### src/rtl/digit_argmax_decoder.sv
// Serial argmax over one frame of signed class scores.
// Emits the winning class index, its score and a frame-length error flag.
module digit_argmax_decoder #(
    parameter int NUM_CLASSES = 10,
    parameter int DATA_W      = 32,
    parameter int IDX_W       = 4
) (
    input  logic              clk,
    input  logic              rst,
    input  logic              score_valid,
    output logic              score_ready,
    input  logic [DATA_W-1:0] score_data,
    input  logic              score_last,
    output logic              class_valid,
    input  logic              class_ready,
    output logic [IDX_W-1:0]  class_idx,
    output logic [DATA_W-1:0] class_score,
    output logic              frame_err
);

    typedef enum logic [1:0] {
        IDLE,
        ACCUM,
        DRAIN,
        HOLD
    } state_t;

    localparam logic [IDX_W:0] LAST_CNT = (IDX_W+1)'(NUM_CLASSES - 1);
    localparam logic [IDX_W:0] ONE_CNT  = (IDX_W+1)'(1);

    state_t            state_q, state_d;
    logic [DATA_W-1:0] max_q, max_d;
    logic [IDX_W-1:0]  idx_q, idx_d;
    logic [IDX_W:0]    count_q, count_d;
    logic              err_q, err_d;
    logic              beat;

    assign score_ready = ~rst & (state_q != HOLD);
    assign beat        = score_valid & score_ready;

    // NOTE: every next-state signal gets a default first, so no latch is inferred.
    always_comb begin
        state_d = state_q;
        max_d   = max_q;
        idx_d   = idx_q;
        count_d = count_q;
        err_d   = err_q;
        case (state_q)
            IDLE: begin
                if (beat) begin
                    max_d   = score_data;
                    idx_d   = '0;
                    count_d = ONE_CNT;
                    // A frame of one beat is always short since NUM_CLASSES >= 2.
                    err_d   = score_last;
                    state_d = score_last ? HOLD : ACCUM;
                end
            end
            ACCUM: begin
                if (beat) begin
                    if ($signed(score_data) > $signed(max_q)) begin
                        max_d = score_data;
                        idx_d = count_q[IDX_W-1:0];
                    end
                    count_d = count_q + ONE_CNT;
                    if (score_last) begin
                        err_d   = (count_q != LAST_CNT);
                        state_d = HOLD;
                    end else if (count_q == LAST_CNT) begin
                        // Long frame: discard the remainder up to score_last.
                        err_d   = 1'b1;
                        state_d = DRAIN;
                    end
                end
            end
            DRAIN: begin
                if (beat && score_last) begin
                    state_d = HOLD;
                end
            end
            HOLD: begin
                if (class_ready) begin
                    count_d = '0;
                    state_d = IDLE;
                end
            end
            default: state_d = IDLE;
        endcase
    end

    // NOTE: sequential state uses non-blocking assignments only.
    always_ff @(posedge clk or posedge rst) begin
        if (rst) begin
            state_q <= IDLE;
            max_q   <= '0;
            idx_q   <= '0;
            count_q <= '0;
            err_q   <= 1'b0;
        end else begin
            state_q <= state_d;
            max_q   <= max_d;
            idx_q   <= idx_d;
            count_q <= count_d;
            err_q   <= err_d;
        end
    end

    assign class_valid = (state_q == HOLD);
    assign class_idx   = idx_q;
    assign class_score = max_q;
    assign frame_err   = err_q;

endmodule

### config.mk
export PLATFORM = sky130hd
export DESIGN_NAME = digit_argmax_decoder
export DESIGN_NICKNAME = d
export VERILOG_FILES = /design/src/rtl/digit_argmax_decoder.sv
export SDC_FILE = /design/constraint.sdc
export NUM_CORES = 1
export LEC_CHECK = 0
export CAP_MARGIN = 20
export CORE_ASPECT_RATIO = 0.9
export CORE_MARGIN = 2
export CORE_UTILIZATION = 44
export DETAILED_ROUTE_END_ITERATION = 10
export PLACE_DENSITY = 0.73
export REMOVE_ABC_BUFFERS = 1
export SETUP_SLACK_MARGIN = 0.2
export SYNTH_ARGS = -nofsm -noshare
export SYNTH_HDL_FRONTEND = slang
export SYNTH_SLANG_ARGS = --single-unit
### constraint.sdc
create_clock -name clk -period 3.09 [get_ports clk]
set_input_delay 0.618 -clock clk [delete_from_list [all_inputs] [get_ports clk]]
set_output_delay 0.618 -clock clk [all_outputs]
set_load 0.05 [all_outputs]
Word level (Yosys, flattened, before mapping)
Index checks and enable logic that the tools add are counted.

storage, ports and cells
  register bits after elaboration = 44
  logic and storage cells = 55
  output and inout bits = 39
  input bits = 37

cells by class
  add/sub/neg operators = 1
  reductions and logical operators = 8
  multiplexer cells = 25
  bitwise operators = 3
  eq/ne operators = 12
  magnitude comparators = 1

operator list
  cell                                                   count
  two-way mux 32 bit                                     3
  case mux 32 bit (2 select lines)                       1
  > comparator 32 bit                                    1
  two-way mux 5 bit                                      3
  case mux 5 bit (3 select lines)                        1
  two-way mux 2 bit                                      7
  two-way mux 4 bit                                      3
  AND reduction 4 bit                                    3
  inequality test 2 bit, second input constant           5
  case mux 2 bit (4 select lines)                        1
  case mux 4 bit (2 select lines)                        1
  adder 5 x 1 -> 5 bit, second input constant            1
  == test 5 x 4 -> 1 bit, second input constant          1
  inequality test 5 x 4 -> 1 bit, second input constant  1
  AND reduction 5 bit                                    1
  == test 2 bit, second input constant                   2
  two-way mux 1 bit                                      4
  inequality test 3 bit, second input constant           1
  nonzero test 3 bit                                     1
  AND 1 bit                                              2
  == test 2 x 1 -> 1 bit, second input constant          1
  zero test 2 bit                                        1
  inequality test 2 x 1 -> 1 bit, second input constant  1
  case mux 1 bit (2 select lines)                        1
  3 further kinds                                        3

Longest topological paths before layout
  word-level depth = 6
  mapped depth = 10
  gate-level depth less buffers = 9

Worst setup path after synthesis
No wires, ideal clock.

  path type = reg2reg
  start point = reg max_q[30], in the netlist class_score[30]
  end point = reg max_q[0], in the netlist class_score[0]
  cell stages (with the launch flop) = 11
  slack = 112 ps
  data required time = 2965 ps
  data arrival time = 2853 ps
  buffers on the path = 1
  setup time = 125 ps
  cell sequence = dfrtp_1 -> inv_1 -> ha_1 -> a21oi_1 -> nand2_1 -> a221o_1 -> a211oi_2 -> nor3_1 -> a211oi_4 -> buf_12 -> mux2_4

between the ends
  longest elaborated chain between the ends = 3

ends and longest elaborated chain
  what                             RTL line  RTL
  start, declared                  32        logic [DATA_W-1:0] max_q, max_d;
  start signal, assigned           101       max_q <= max_d;
  > comparator 32 bit              61        if ($signed(score_data) > $signed(max_q)) begin
  inequality test 2 bit (no line)  n/a
  AND reduction 4 bit (no line)    n/a

Every way passes these cells.
A chain may end at the register's enable or synchronous reset.

Worst setup path after layout
  start point = in score_data[3]
  end point = reg max_q[24], in the netlist class_score[24]

between the ends
  longest elaborated chain between the ends = 3

ends and longest elaborated chain
  what                             RTL line  RTL
  start, declared                  12        input logic [DATA_W-1:0] score_data,
  > comparator 32 bit              61
  inequality test 2 bit (no line)  n/a
  AND reduction 4 bit (no line)    n/a

Every way passes these cells.

==> results.cfg <==
[run_status]
status = completed

[synthesis]
synth_top_family_by_area = multiplexers
synth.largest_area_cell = dfrtp_1
synth_top_area_share_pct = 37.5
netlist_top_cells_area = dfrtp_1 (38%), ha_1 (16%), mux2_4 (15%), inv_1 (5.0%), a21oi_1 (3.2%)
yosysSeqAreaShare_pct = 37.5
synth-edff-count = 0
synth_xor_area_share_pct = 0
yosysMostFrequentCell = dfrtp_1
synth.mux.area_fraction_pct = 18.3
synth.cell_area_um2 = 2930
synthSimpleGateAreaFrac_pct = 10.2
synthCells = 264
ys_warn_count = 0
synth-compound-area-share_pct = 10.4
synthTopCellsByCount = dfrtp_1 (44), inv_1 (39), ha_1 (38)
synth.avg_cell_area_um2 = 11.1
ys_types = 37
synth_seq_cells = 44
synthAdderAreaFrac_pct = 16.2
synthFlopType = dfrtp_1
async_flop_share_pct = 100

[finish]
n_fill_cell = 504
nets = 441
drive_gt1_share_pct = 26.8
n_antenna_cell = 0
syn2layout_area_growth_pct = 47.2
stdcell_count = 456

[clock_tree]
cts-root-buf = clkbuf_8
clkTransAtPathRegs_ns = 0.08
tritoncts = built
numCtsBuffers = 5
cts.sinks = 44
htree_levels = 2
clock_path_buffers = 2
insertion_delay_ns = 0.29
cts_hold_buf = 0

[worst_setup_path]
critPathMaxFanout = 7
critPathLaunchType = input port
worstSetupStartpoint = score_data[3]
critical_path_class = input port to flop
critPathArrivalTime_ns = 3.02
ff2ff_path_depth = 12
rr_startpoint = class_score[26]$_DFFE_PP0P_
r2r-end = class_score[24]$_DFFE_PP0P_
critPathRequiredTime_ns = 3.27
cp-end-kind = flop
reg2reg_slack_ns = 0.39

[sta]
period_minus_slack_ns = 2.84
setup_violations = 0
fmax_ghz = 0.352
fin_ws_ns = 0.248
fin_worst_skew_ns = 0.00568
maxSlewViolCount = 0
grt_setup_unrepaired = yes
worst_pin_slew_ns = 0.988
slew_headroom_pct = 33.6
period_share_pct = 92.0
hold_viol_final = 0

[pwr]
vdd_drop_max_mv = 0.755
p_leak_nw = 2.02
power_density_nw_per_um2 = 1080

[global_route]
globalRouteOverflowTotal = 0
grt_pass1_wl_um = 11400
antenna_found_initial = 0
grt_max_degree = 25
grt_use_total_pct = 19.3
first_global_vias = 2403

[floorplan]
row_count = 28
core_area_um2 = 6520
die_height_um = 81.5
die_x_um = 90.1
ios = 76
initial_core_util_pct = 45.0
die_area_um2 = 7340

[place]
globalplace.congestion = 0.825
dp_slack_ns = -0.309
io_buffers = 75
numPlacedInstances = 442
dp_hpwl_um = 5000

[worst_hold_path]
hp-class = flop to flop
whs_endpoint = class_score[3]$_DFFE_PP0P_
min_path_cells = 1
hold_start = class_score[3]$_DFFE_PP0P_

[route]
viasPerCell = 5.07
drcViolationCount = 0
wirelength_um = 6980
drt-initial-drc-count = 74
dr.pass1.iters = 4
vias = 2314
final_antenna_net_count = 0
wl_per_cell_um = 15.3

[run]
drv_cap = 0
[cell type report]
cell class              instances  area, um^2  area share (%)
multi-input cells             176        1880            43.5
flip-flops and latches         44        1100            25.5
repair buffers                100        1000            23.2
inverters                      39         146            3.39
well taps                      90         113            2.61
clock buffers                   6        72.6            1.68
clock inverters                 1        5.00           0.116
[state kept, by name (all words and copies together), names as in the netlist]
register,cells
class_idx,4
class_score,32
frame_err,1
state_q,2
count_q,5
[power breakdown]
| part | total, mW | switching, mW | internal [mW] | leakage, nW |
|---|---|---|---|---|
| Sequential | 1.09 | 0.242 | 0.849 | 0.542 |
| Combinational | 3.24 | 1.82 | 1.42 | 1.44 |
| Clock | 0.340 | 0.186 | 0.154 | 0.0410 |
[per-stage QoR]
step | utilization (%) | hold slack (ns) | cell area (um^2) | power (mW) | setup TNS, ns
after floorplan | - | 0.496 | 2870 | 3.10 | -21.71
after global placement | 59.3 | 0.518 | 3860 | 3.93 | -6.63
after detailed placement | 59.3 | 0.526 | 3860 | 4.00 | -8.83
after CTS | 63.0 | 0.544 | 4100 | 4.52 | 0
after global routing | 66.3 | 0.561 | 4320 | 4.99 | 0
final | 66.3 | 0.542 | 4320 | 4.67 | 0
[layout by cell type, fill, tap and decap left out, types with 2 or more instances in the layout]
master / count
mux2_2: 4
and2b_1: 2
buf_6: 2
clkdlybuf4s50_1: 57
clkdlybuf4s15_1: 3
nor2_1: 6
o21ai_0: 8
a21oi_2: 2
o31ai_1: 2
a21o_1: 3
inv_1: 38
dlygate4sd2_1: 6
mux2_4: 32
ha_1: 23
o21ai_1: 2
a22o_1: 2
a21oi_1: 16
buf_12: 2
nand4_1: 8
nor2b_1: 3
clkbuf_8: 5
nor3_1: 5
nand2_1: 13
nand3_1: 6
buf_4: 19
ha_4: 15
dlymetal6s2s_1: 8
dfrtp_1: 44
mux2i_1: 2
[kinds of logic (layout without fill, tap and decap cells)]
family / count (synthesis) / in the layout
AOI/OAI and AO/OA: 47 / 47
adders and majority gates: 38 / 38
buffers and inverters: 44 / 146
DFF: 44 / 44
muxes: 38 / 38
and+or+nand+nor: 53 / 53
[worst max path at each step]
stage / endpoint / slack [ns] / depth (start not counted)
after floorplan: class_score[26]$_DFFE_PP0P_ / -0.75 / 9
after global placement: class_score[24]$_DFFE_PP0P_ / -0.22 / 10
after detailed placement: class_score[5]$_DFFE_PP0P_ / -0.31 / 10
after CTS: class_score[26]$_DFFE_PP0P_ / 0.20 / 10
after global routing: class_score[18]$_DFFE_PP0P_ / 0.19 / 12
final: class_score[24]$_DFFE_PP0P_ / 0.25 / 10
[per-layer routing]
| metal | share of wire (%) | global-route usage (%) |
|---|---|---|
| met1 | 46 | 25.2 |
| met2 | 50 | 33.6 |
| met3 | 3.9 | 4.22 |
| met4 | 0.33 | 3.69 |
| met5 | 0 | 0 |
[what timing repair did]
action / 4_1_cts / 5_1_grt
buffers inserted: 4 / 1
pin swaps: 10 / 19
endpoints found under the setup margin: 35 / 35
cloned: 1 / 1
gates resized for setup: 34 / 31
[worst max-delay path, cell delays in order]
cell and delay, ns:
clkdlybuf4s50_1 0.43, ha_1 0.33, o211ai_1 0.12, a2111oi_2 0.38, a211o_1 0.21, a21oi_4 0.08
a211oi_4 0.20, buf_6 0.18, clkbuf_16 0.17, mux2_4 0.29
No activity file was read; power rests on OpenSTA's default activity.
